## config.mk

```make
export PLATFORM = sky130hd
export DESIGN_NAME = dn_port_arbiter
export DESIGN_NICKNAME = d
export VERILOG_FILES = /design/src/rtl/dn_port_arbiter.sv
export SDC_FILE = /design/constraint.sdc
export NUM_CORES = 1
export LEC_CHECK = 0
export ABC_AREA = 1
export CAP_MARGIN = 20
export CORE_UTILIZATION = 40
export CTS_CLUSTER_SIZE = 40
export DETAILED_ROUTE_END_ITERATION = 8
export DONT_BUFFER_PORTS = 1
export HOLD_SLACK_MARGIN = 0.15
export PLACE_DENSITY_LB_ADDON = 0.12
export SLEW_MARGIN = 20
export SYNTH_ARGS = -nofsm -noshare
export SYNTH_HDL_FRONTEND = slang
export SYNTH_SLANG_ARGS = --single-unit
```

## constraint.sdc

```tcl
create_clock -name clk_sys -period 4.5 [get_ports clk_sys]
set_clock_uncertainty 0.2 [all_clocks]
set_input_delay 0.9 -clock clk_sys [delete_from_list [all_inputs] [get_ports clk_sys]]
set_output_delay 0.9 -clock clk_sys [all_outputs]
set_load 0.02 [all_outputs]
```

## src/rtl/dn_port_arbiter.sv

```systemverilog
// dn_port_arbiter: round-robin sharing of the TRS-80 download port.
// Optional DN_ARB_TIMEOUT_EN: drop a write whose dn_ack never arrives.
module dn_port_arbiter #(
  parameter int TIMEOUT_CYCLES = 1024
) (
  input  logic        clk_sys,
  input  logic        reset_n,
  input  logic        ld_active,
  input  logic        ld_wr,
  input  logic [15:0] ld_addr,
  input  logic [7:0]  ld_data,
  output logic        ld_wait,
  input  logic        io_active,
  input  logic        io_wr,
  input  logic [15:0] io_addr,
  input  logic [7:0]  io_data,
  output logic        io_wait,
  input  logic        exec_req,
  input  logic [15:0] exec_addr,
  output logic        dn_go,
  output logic        dn_wr,
  output logic [23:0] dn_addr,
  output logic [7:0]  dn_data,
  input  logic        dn_ack,
  output logic        exec_go,
  output logic [15:0] exec_pc,
  output logic        err
);

  typedef enum logic [1:0] {
    S_IDLE,
    S_ISSUE,
    S_WAIT
  } state_t;

  typedef struct packed {
    logic        vld;
    logic [15:0] addr;
    logic [7:0]  data;
  } hold_t;

  state_t      state_q, state_d;
  hold_t       ld_q, ld_d;
  hold_t       io_q, io_d;
  logic        gnt_q, gnt_d;
  logic        last_q, last_d;
  logic [23:0] dn_addr_q, dn_addr_d;
  logic [7:0]  dn_data_q, dn_data_d;
  logic        dn_go_q, dn_go_d;
  logic        pend_q, pend_d;
  logic [15:0] xaddr_q, xaddr_d;
  logic [15:0] pc_q, pc_d;
  logic        xgo_q, xgo_d;
  logic        err_q, err_d;

  logic        any_vld;
  logic        done;
  logic        tmo;
  logic        fire;

  assign any_vld = ld_q.vld | io_q.vld;

`ifdef DN_ARB_TIMEOUT_EN
  logic [15:0] cnt_q, cnt_d;

  // Count cycles spent waiting for the core to commit the write.
  always_comb begin
    cnt_d = '0;
    if (state_q == S_WAIT && !dn_ack) begin
      cnt_d = cnt_q + 16'd1;
    end
  end

  assign tmo = (state_q == S_WAIT) && !dn_ack &&
               (cnt_q == 16'(TIMEOUT_CYCLES - 1));

  // Timeout counter register.
  always_ff @(posedge clk_sys or negedge reset_n) begin
    if (!reset_n) begin
      cnt_q <= '0;
    end else begin
      cnt_q <= cnt_d;
    end
  end
`else
  logic unused_tmo;
  assign unused_tmo = (TIMEOUT_CYCLES != 0);
  assign tmo = 1'b0;
`endif

  // The granted write retires on ack, or is abandoned on timeout.
  assign done = (state_q == S_WAIT) && (dn_ack || tmo);

  // Next-state logic of the grant FSM.
  always_comb begin
    state_d = state_q;
    unique case (state_q)
      S_IDLE: begin
        if (any_vld) begin
          state_d = S_ISSUE;
        end
      end
      S_ISSUE: begin
        state_d = S_WAIT;
      end
      S_WAIT: begin
        if (done) begin
          state_d = S_IDLE;
        end
      end
      default: begin
        state_d = S_IDLE;
      end
    endcase
  end

  // Pick a source in IDLE and latch its entry onto the port.
  always_comb begin
    gnt_d     = gnt_q;
    dn_addr_d = dn_addr_q;
    dn_data_d = dn_data_q;
    if (state_q == S_IDLE) begin
      unique case (1'b1)
        ld_q.vld && !io_q.vld: gnt_d = 1'b0;
        !ld_q.vld && io_q.vld: gnt_d = 1'b1;
        ld_q.vld && io_q.vld:  gnt_d = ~last_q;
        default:               gnt_d = gnt_q;
      endcase
      if (any_vld) begin
        if (gnt_d) begin
          dn_addr_d = {8'h01, io_q.addr};
          dn_data_d = io_q.data;
        end else begin
          dn_addr_d = {8'h00, ld_q.addr};
          dn_data_d = ld_q.data;
        end
      end
    end
  end

  // Remember who was served last so ties alternate.
  always_comb begin
    last_d = last_q;
    if (done) begin
      last_d = gnt_q;
    end
  end

  // Holding registers; a strobe into a full entry is lost and flagged.
  always_comb begin
    ld_d  = ld_q;
    io_d  = io_q;
    err_d = err_q;
    if (done && !gnt_q) begin
      ld_d.vld = 1'b0;
    end
    if (done && gnt_q) begin
      io_d.vld = 1'b0;
    end
    if (ld_wr) begin
      if (ld_q.vld) begin
        err_d = 1'b1;
      end else begin
        ld_d = {1'b1, ld_addr, ld_data};
      end
    end
    if (io_wr) begin
      if (io_q.vld) begin
        err_d = 1'b1;
      end else begin
        io_d = {1'b1, io_addr, io_data};
      end
    end
    if (tmo) begin
      err_d = 1'b1;
    end
  end

  // Execute waits for an idle port, empty entries and loader done.
  assign fire = pend_q && (state_q == S_IDLE) &&
                !any_vld && !ld_active;

  // Deferred execute request and its entry address.
  always_comb begin
    pend_d  = exec_req | (pend_q & ~fire);
    xaddr_d = exec_req ? exec_addr : xaddr_q;
    xgo_d   = fire;
    pc_d    = fire ? xaddr_q : pc_q;
  end

  // Download window stays open until every held entry has drained.
  always_comb begin
    dn_go_d = ld_active | io_active | any_vld |
              (state_q != S_IDLE);
  end

  // State and datapath registers.
  always_ff @(posedge clk_sys or negedge reset_n) begin
    if (!reset_n) begin
      state_q   <= S_IDLE;
      ld_q      <= '0;
      io_q      <= '0;
      gnt_q     <= 1'b0;
      last_q    <= 1'b1;
      dn_addr_q <= '0;
      dn_data_q <= '0;
      dn_go_q   <= 1'b0;
      pend_q    <= 1'b0;
      xaddr_q   <= '0;
      pc_q      <= '0;
      xgo_q     <= 1'b0;
      err_q     <= 1'b0;
    end else begin
      state_q   <= state_d;
      ld_q      <= ld_d;
      io_q      <= io_d;
      gnt_q     <= gnt_d;
      last_q    <= last_d;
      dn_addr_q <= dn_addr_d;
      dn_data_q <= dn_data_d;
      dn_go_q   <= dn_go_d;
      pend_q    <= pend_d;
      xaddr_q   <= xaddr_d;
      pc_q      <= pc_d;
      xgo_q     <= xgo_d;
      err_q     <= err_d;
    end
  end

  // FSM outputs and port drives.
  always_comb begin
    dn_wr   = (state_q == S_ISSUE);
    dn_go   = dn_go_q;
    dn_addr = dn_addr_q;
    dn_data = dn_data_q;
    ld_wait = ld_q.vld;
    io_wait = io_q.vld;
    exec_go = xgo_q;
    exec_pc = pc_q;
    err     = err_q;
  end

endmodule

```

== After elaboration in Yosys (flattened, before gate mapping) ==
Cells that the tools add are included.

* Logic and storage cells: 68
* Latch bits: 0
* Input bits: 72
* Output and inout bits: 54
* Bits in writable memories: 0
* Bits in read-only memories: 0
* Register bits after elaboration: 122
* Memories kept: 0

* Magnitude comparators: 0
* Mux-type cells: 17
* Multiply operators: 0
* Bitwise gates (word level): 10
* Reductions and logical operators: 20
* $add $sub $neg: 0
* Div/mod/pow operators: 0
* Equality and inequality tests: 4
* Shift-type cells: 0

{| class="wikitable"
|+ Operators with widths
! cell !! count
|-
| $mux W25 || 4
|-
| $mux W17 || 1
|-
| $logic_and A1 B1 Y1 || 9
|-
| $mux W8 || 1
|-
| $reduce_and A2 Y1 || 4
|-
| $mux W1 || 7
|-
| $pmux W2 S3 || 1
|-
| $logic_not A1 Y1 || 5
|-
| $or A1 B1 Y1 || 5
|-
| $mux W2 || 2
|-
| $ne A2 B2 Y1 const B || 2
|-
| $not A1 Y1 || 4
|-
| $pmux W1 S3 || 1
|-
| $eq A2 B1 Y1 const B || 1
|-
| $eq A2 B2 Y1 const B || 1
|-
| $logic_not A2 Y1 || 1
|-
| $reduce_bool A2 Y1 || 1
|-
| $and A1 B1 Y1 || 1
|}

== Longest topological paths before layout ==
Gate-level depths: netlist of the first run.

* Depth in word-level cells: 7
* Mapped depth: 7

== Worst setup path after synthesis of the first run ==
No wires, ideal clock.

* Path kind: input-to-reg
* Start point: input ld_active
* End point: register pc_q[5] (netlist: exec_pc[5])
* Required time: 4174 ps
* Arrival: 1501 ps
* Cell stages on the path: 7
* Buffers on the path: 1
* Slack: 2673 ps
* Setup time: 126 ps
* Path through: inv_1 > nand2_1 > nor2_2 > nand2_2 > buf_2 > nand2_1 > o21ai_0

* Word-level cells in the longest chain between the ends: 2

{| class="wikitable"
|+ Ends and longest elaborated chain
! what !! RTL line !! source
|-
| start, declared || 8 || <nowiki>input logic ld_active,</nowiki>
|-
| $logic_not A1 Y1 || 181 || <nowiki>!any_vld && !ld_active;</nowiki>
|-
| $logic_and A1 B1 Y1 || 181 ||
|-
| end signal, assigned || 224 || <nowiki>pc_q <= pc_d;</nowiki>
|-
| end, declared || 52 || <nowiki>logic [15:0] pc_q, pc_d;</nowiki>
|}

Every way passes these cells.
A chain may end at the register's enable or synchronous reset.

== Worst setup path in the final report of the first run ==
* Start point: register ld_q (netlist bit ld_wait)
* End point: register dn_addr_q[5] (netlist: dn_addr[5])

* Word-level cells in the longest chain between the ends: 5
* Elaborated cells between the ends (all ways): 9
* Classes of those cells: mux: 3; bitwise: 1; reduce/logical: 5

{| class="wikitable"
|+ Ends and longest elaborated chain
! what !! RTL line !! source
|-
| start, declared || 43 || <nowiki>hold_t ld_q, ld_d;</nowiki>
|-
| start signal, assigned || 215 || <nowiki>ld_q <= ld_d;</nowiki>
|-
| $logic_not A1 Y1 || 125 || <nowiki>!ld_q.vld && io_q.vld: gnt_d = 1'b1;</nowiki>
|-
| $logic_and A1 B1 Y1 || 125 ||
|-
| $pmux W1 S3 || 123 || <nowiki>unique case (1'b1)</nowiki>
|-
| $mux W1 || 122 || <nowiki>if (state_q == S_IDLE) begin</nowiki>
|-
| $mux W17 || 130 || <nowiki>if (gnt_d) begin</nowiki>
|-
| end signal, assigned || 219 || <nowiki>dn_addr_q <= dn_addr_d;</nowiki>
|-
| end, declared || 47 || <nowiki>logic [23:0] dn_addr_q, dn_addr_d;</nowiki>
|}

Several ways; a longest one is shown, not always the timed one. The select of a mux whose other input is x is not followed.

==> results of run 1 <==
[registers in the layout, indices dropped and copies added (netlist names), 2 cells and up]
register / flops
exec_pc: 16
ld_q: 24
dn_addr: 17
state_q: 2
xaddr_q: 16
dn_data: 8
io_q: 24
[cell type report]
type / instances / area (µm²)
clock buffer: 26 / 499.2
clock inverter: 5 / 50.05
multi-input combinational: 320 / 1469
sequential: 115 / 2879
tap: 143 / 178.9
inverter: 74 / 277.8
fill: 1140 / 6176
timing repair buffer: 2 / 35.03
[repair_timing]
action | CTS | global route
hold buffers | 1 | 0
endpoints found under the hold margin | 115 | 0
setup buffers | 0 | 0
[cells in the mapped netlist, drive strengths merged]
| cell | count | area (µm²) |
|---|---|---|
| nor2 | 52 | 200.2 |
| conb | 1 | 3.750 |
| dfrtp | 114 | 2853 |
| o21ai | 37 | 211.5 |
| nor3 | 1 | 5.000 |
| nand2 | 97 | 371.6 |
| o21bai | 2 | 15.01 |
| nand3 | 74 | 370.4 |
| inv | 74 | 277.8 |
| clkbuf | 7 | 26.28 |
| a21oi | 50 | 250.2 |
| dfstp | 1 | 26.28 |
| buf | 28 | 180.2 |
[per-layer routing]
metal,vias up,part of all wire
met1,1609,0.44
met3,16,0.072
met4,0,0.013
met5,-,0
li1,1676,-
met2,102,0.47
[cell families (layout without fill, tap and decap cells)]
group	Yosys count	in the layout	synth area share
AO/OA/AOI/OAI	89	89	0.09950
flip-flops	115	115	0.6009
AND/OR/NAND/NOR	224	224	0.1977
buffers and inverters	109	107	0.1011
other	1	7	0.0007827
[worst paths after layout]
kind,startpoint,to,slack [ps],cells after the start
max in group asynchronous,reset_n,exec_pc[10],3410,1
min in group clk_sys,io_q[21],io_q[21],310,2
hold reg to reg,io_q[21],io_q[21],310,2
setup / recovery,ld_wait,dn_addr[5],2180,6
setup reg to reg,ld_wait,dn_addr[5],2180,6
hold / removal,reset_n,io_q[17],230,1
[power by group through the flow]
stage | sequential [W] | combinational [W] | clock [W]
floorplan | 0.00189 | 0.000951 | 0
global placement | 0.00197 | 0.00111 | 0
detailed placement | 0.00197 | 0.00115 | 0
CTS | 0.00196 | 0.00117 | 0.00127
global route | 0.00201 | 0.00134 | 0.00132
finish | 0.00196 | 0.00116 | 0.00124
[stage by stage]
stage	hold slack, ps	instance area [µm²]	worst slack (ps)
3_3_place_gp	288.0	4800	2162
2_1_floorplan	281.3	4813	2673
4_1_cts	261.8	5376	2089
3_5_place_dp	302.1	4800	2118
6_report	228.7	5389	2182
5_1_grt	252.8	5389	1969
==> results.py, run 1 <==
metrics = {
    "route": {
        "num_vias": 3403,
        "dr.pass1.iters": 9,
        "viasPerCell": 4.968,
        "drt-wirelength-per-cell_um": 15.97,
        "detail_route.iter0.violations": 230,
        "drc": 11,
        "drtAntennaViolNets": 0,
        "routed_wirelength_um": 10940,
    },
    "power": {
        "p_switching_w": 0.001693,
        "switching_share": 0.3891,
        "p_leak_nw": 2.737,
        "p_int_w": 0.002659,
        "pwr-share-comb": 0.266,
        "power.density_mw_per_mm2": 807.6,
        "power_frac_seq": 0.450,
        "p_clk_frac": 0.285,
        "vdd_drop_max_v": 0.0003067,
        "power_w": 0.004352,
    },
    "timing": {
        "worst_pin_slew_ps": 1043,
        "period_needed_ps": 2318,
        "maxSlewViolCount": 0,
        "period_share": 0.5151,
        "finalSetupViolations": 0,
        "relSlewSlack": 0.3048,
        "final_hold_viol_count": 0,
        "fmax_ghz": 0.4314,
        "rsz0062_at_grt": "no",
        "setup_tns_ps": 0,
    },
    "floorplan": {
        "design.core.area_mm2": 0.01156,
        "std_cell_rows": 39,
        "die_y_um": 111.4,
        "start_util": 0.4143,
        "die_area_mm2": 0.01242,
        "io_pins": 126,
        "die_x_um": 111.4,
    },
    "logic_synthesis": {
        "yosysSeqAreaShare": 0.6009,
        "synth_cells": 538,
        "syn_area_mm2": 0.004791,
        "syn_area_per_cell_um2": 8.905,
        "yosysWarnings": 0,
        "yosysUniqueCellTypes": 21,
        "ys_seq_elements": 115,
    },
    "clock_tree": {
        "cts_resized": 0,
        "cts.clk_slew.worst_paths_ps": 50,
        "htree_levels": 4,
        "cts_root_buffer": "clkbuf_16",
        "clock-sinks": 115,
        "tritoncts": "done",
        "clk_latency_ps": 410,
        "cts_buffers": 17,
        "cts_buffer_depth": 2,
    },
    "worst_setup_path": {
        "start_kind": "flop",
        "arrival_ps": 2460,
        "crit_path_end_kind": "flop",
        "slowest_delay_ps": 580,
        "crit_fanout": 27,
        "critPathKind": "reg -> reg",
        "cp.required_ps": 4650,
        "slowest_stage": "dfrtp_1",
        "path_cells": "inv_1, nand2_2, nand2_2, inv_2, nand3_1, nand2_1",
        "critical_path.most_common_cell": "nand2_2",
        "path_delay_family": "buffers and inverters",
        "critPathBufInv": 2,
    },
    "placement": {
        "gp_congestion": 0.7894,
        "dp_cells": 653,
        "place_hpwl_um": 7241,
        "place.port_buffers": 0,
    },
    "finish": {
        "syn_to_final_growth_pct": 12.48,
        "final_common_cell": "dfrtp_1",
        "layout_common_cells": "dfrtp_1 (114), nand2_1 (93), nand3_1 (73), inv_1 (72)",
        "insertedDiodeCount": 0,
        "finalNonFillerCells": 685,
        "nets": 602,
        "utilization": 0.4660,
        "drive_gt1_frac": 0.08487,
    },
    "global_routing": {
        "grt_use_met1": 0.2470,
        "grt_start_max_net_pins": 116,
        "grt_pass1_wl_um": 18110,
        "busiest_layer": "met2",
        "grt_antenna_before_repair": 0,
        "track_usage": 0.1937,
        "grt_pass1_vias": 3427,
        "use_met3": 0.06968,
        "use_met2": 0.2979,
        "gr-total-overflow": 0,
    },
    "run": {
        "cap_violations": 0,
    },
    "outcome": {
        "violations": "design-rule violations",
        "status": "complete, but fails checks",
    },
    "min_path": {
        "min_path_type": "in -> async",
    },
}
Note: power is estimated with default switching activity, not from simulation.
==> run 2, diff against run 1 <==
==> constraint.sdc (replaced) <==
create_clock -name clk_sys -period 2.25 [get_ports clk_sys]
set_clock_uncertainty 0.2 [all_clocks]
set_input_delay 0.45 -clock clk_sys [delete_from_list [all_inputs] [get_ports clk_sys]]
set_output_delay 0.45 -clock clk_sys [all_outputs]
set_load 0.02 [all_outputs]
==> results.py, run 2 (synthesis gave the netlist of run 1 again) <==
metrics = {
    "timing": {
        "fin_hold_ws_ps": -463.8,
        "setup_tns_ps": 0,
        "final_hold_viol_count": 115,
        "setup_ws_ps": 259.1,
        "finalSetupViolations": 0,
        "period_needed_ps": 1991,
        "rsz0062_at_grt": "no",
        "fmax_ghz": 0.5023,
        "maxSlewViolCount": 0,
        "relSlewSlack": 0.3513,
        "period_share": 0.8849,
        "worst_pin_slew_ps": 969.8,
    },
    "worst_setup_path": {
        "worstReg2RegStart": "ld_wait",
        "slowest_stage": "dfrtp_1",
        "cp.required_ps": 2320,
        "crit_path_end_kind": "flop",
        "critPathKind": "reg -> reg",
        "critPathLaunch": "ld_wait",
        "crit_fanout": 32,
        "slowest_delay_ps": 500,
        "critical_path.most_common_cell": "nand2_2",
        "path_cells": "inv_1, nand2_2, nor2_2, nand2_2, nand2_1, o21ai_2",
        "start_kind": "flop",
        "arrival_ps": 2060,
    },
    "finish": {
        "final_common_cell": "dfrtp_1",
        "insertedDiodeCount": 0,
        "nets": 680,
        "drive_gt1_frac": 0.09018,
        "finalNonFillerCells": 764,
        "multi_input_area_mm2": 0.001456,
        "regArea_mm2": 0.002879,
        "layout_common_cells": "dfrtp_1 (114), nand2_1 (93), nand3_1 (74), inv_1 (72), dlygate4sd3_1 (72)",
        "stdcell_area_mm2": 0.006232,
        "syn_to_final_growth_pct": 30.09,
        "num-fill-cells": 1069,
    },
    "clock_tree": {
        "postCtsHoldBufs": 72,
        "cts.clk_slew.worst_paths_ps": 50,
        "tritoncts": "done",
        "clock-sinks": 115,
        "cts_buffer_depth": 2,
        "clk_latency_ps": 410,
        "cts_root_buffer": "clkbuf_16",
        "htree_levels": 4,
        "cts_buffers": 17,
    },
    "placement": {
        "place_hpwl_um": 7305,
        "post_dp_cell_area_mm2": 0.004865,
        "dp_cells": 660,
        "dp_slack_ps": 291.8,
        "place.port_buffers": 0,
        "gp_congestion": 0.7624,
    },
    "floorplan": {
        "die_y_um": 111.4,
        "design.core.area_mm2": 0.01156,
        "die_area_mm2": 0.01242,
        "std_cell_rows": 39,
        "start_util": 0.4143,
        "io_pins": 126,
        "die_x_um": 111.4,
    },
    "global_routing": {
        "grt_antenna_before_repair": 0,
        "grt_pass1_wl_um": 19090,
        "grt_start_max_net_pins": 116,
        "grt_pass1_vias": 3788,
        "track_usage": 0.1989,
        "gr-total-overflow": 0,
    },
    "min_path": {
        "min_path_type": "in -> async",
    },
    "run": {
        "cap_violations": 0,
    },
    "route": {
        "detail_route.iter0.violations": 251,
        "drc": 11,
        "drt-wirelength-per-cell_um": 14.91,
        "dr.pass1.iters": 9,
        "routed_wirelength_um": 11390,
        "num_vias": 3651,
        "drtAntennaViolNets": 0,
        "viasPerCell": 4.779,
    },
    "power": {
        "vdd_drop_max_v": 0.0008783,
        "p_leak_nw": 3.104,
        "power_w": 0.009241,
        "power.density_mw_per_mm2": 1483,
    },
    "outcome": {
        "status": "complete, but fails checks",
        "violations": "design-rule violations, negative hold slack",
    },
}
-- run 2: cell types whose count changed in the layout (fill, tap and decap cells not counted) --
cell,previous run,this run
buf_4,1,7
clkbuf_8,4,5
buf_16,1,0
nand3_1,73,74
bufinv_16,1,4
nand3_2,1,0
o21ai_2,7,8
dlygate4sd3_1,0,72
clkinv_4,0,1
clkbuf_1,5,1
o21ai_4,1,0
buf_12,0,1
-- run 2: cell type report --
class                   instances  share of cell area
flip-flops and latches        115              0.4620
multi-input cells             320              0.2337
repair buffers                 80              0.1273
clock buffers                  23             0.07990
inverters                      74             0.04457
well taps                     143             0.02871
clock inverters                 9             0.02389
-- run 2: final timing paths --
path	end	slack (ps)	cells past startpoint
min in group clk_sys	io_wait	220	3
worst max register to register	exec_pc[3]	260	6
worst min-delay path	ld_q[9]	-460	0
max in group asynchronous	last_q	2090	0
worst max-delay path	exec_pc[3]	260	6
worst min register to register	exec_pc[14]	310	2
-- run 2: stage by stage --
| stage | util | hold WS, ps |
|---|---|---|
| 6_report | 0.5389 | -463.8 |
| 5_1_grt | 0.5389 | -488.5 |
| 4_1_cts | 0.5389 | -482.3 |
| 3_5_place_dp | 0.4206 | -42.28 |
| 3_3_place_gp | 0.4206 | -43.33 |
| 2_1_floorplan | - | -45.59 |
-- run 2: repair_timing --
| item | 4_1_cts | 5_1_grt |
|---|---|---|
| buffers inserted | 0 | 0 |
| hold endpoints to repair | 186 | 115 |
| setup endpoints to repair | 0 | 0 |
| resized for setup | 0 | 0 |
-- run 2: per-layer routing --
layer / share of wire / routed length [µm] / global-route usage / vias up
met3: 0.064 / 731 / 0.07131 / 12
met1: 0.44 / 5020 / 0.2460 / 1728
met4: 0.011 / 124 / 0.06757 / 0
met5: 0 / 0 / 0 / -
met2: 0.48 / 5518 / 0.3233 / 89
li1: - / - / - / 1822
-- run 2: power by group --
part           switching [W]  leakage (nW)  internal (W)  total [W]
registers           0.000976          1.32       0.00295    0.00392
clock network       0.000907         0.323       0.00199    0.00290
logic                0.00153          1.46      0.000886    0.00242
total                0.00341          3.10       0.00583    0.00924
-- run 2: critical path: cells and delay by family, from the launching register on --
family                 cells  cell delay [ps]
flip-flops                 1              500
AND/OR/NAND/NOR            4              870
AO/OA/AOI/OAI              1               70
buffers and inverters      1              200
==> run 3, diff against run 2 <==
--- a/config.mk
+++ b/config.mk
@@ -17,3 +17,4 @@
 export SYNTH_ARGS = -nofsm -noshare
 export SYNTH_HDL_FRONTEND = slang
 export SYNTH_SLANG_ARGS = --single-unit
+export TNS_END_PERCENT = 30
==> results of run 3 <==
Final layout, timing and power as in run 2 (identical DEF).
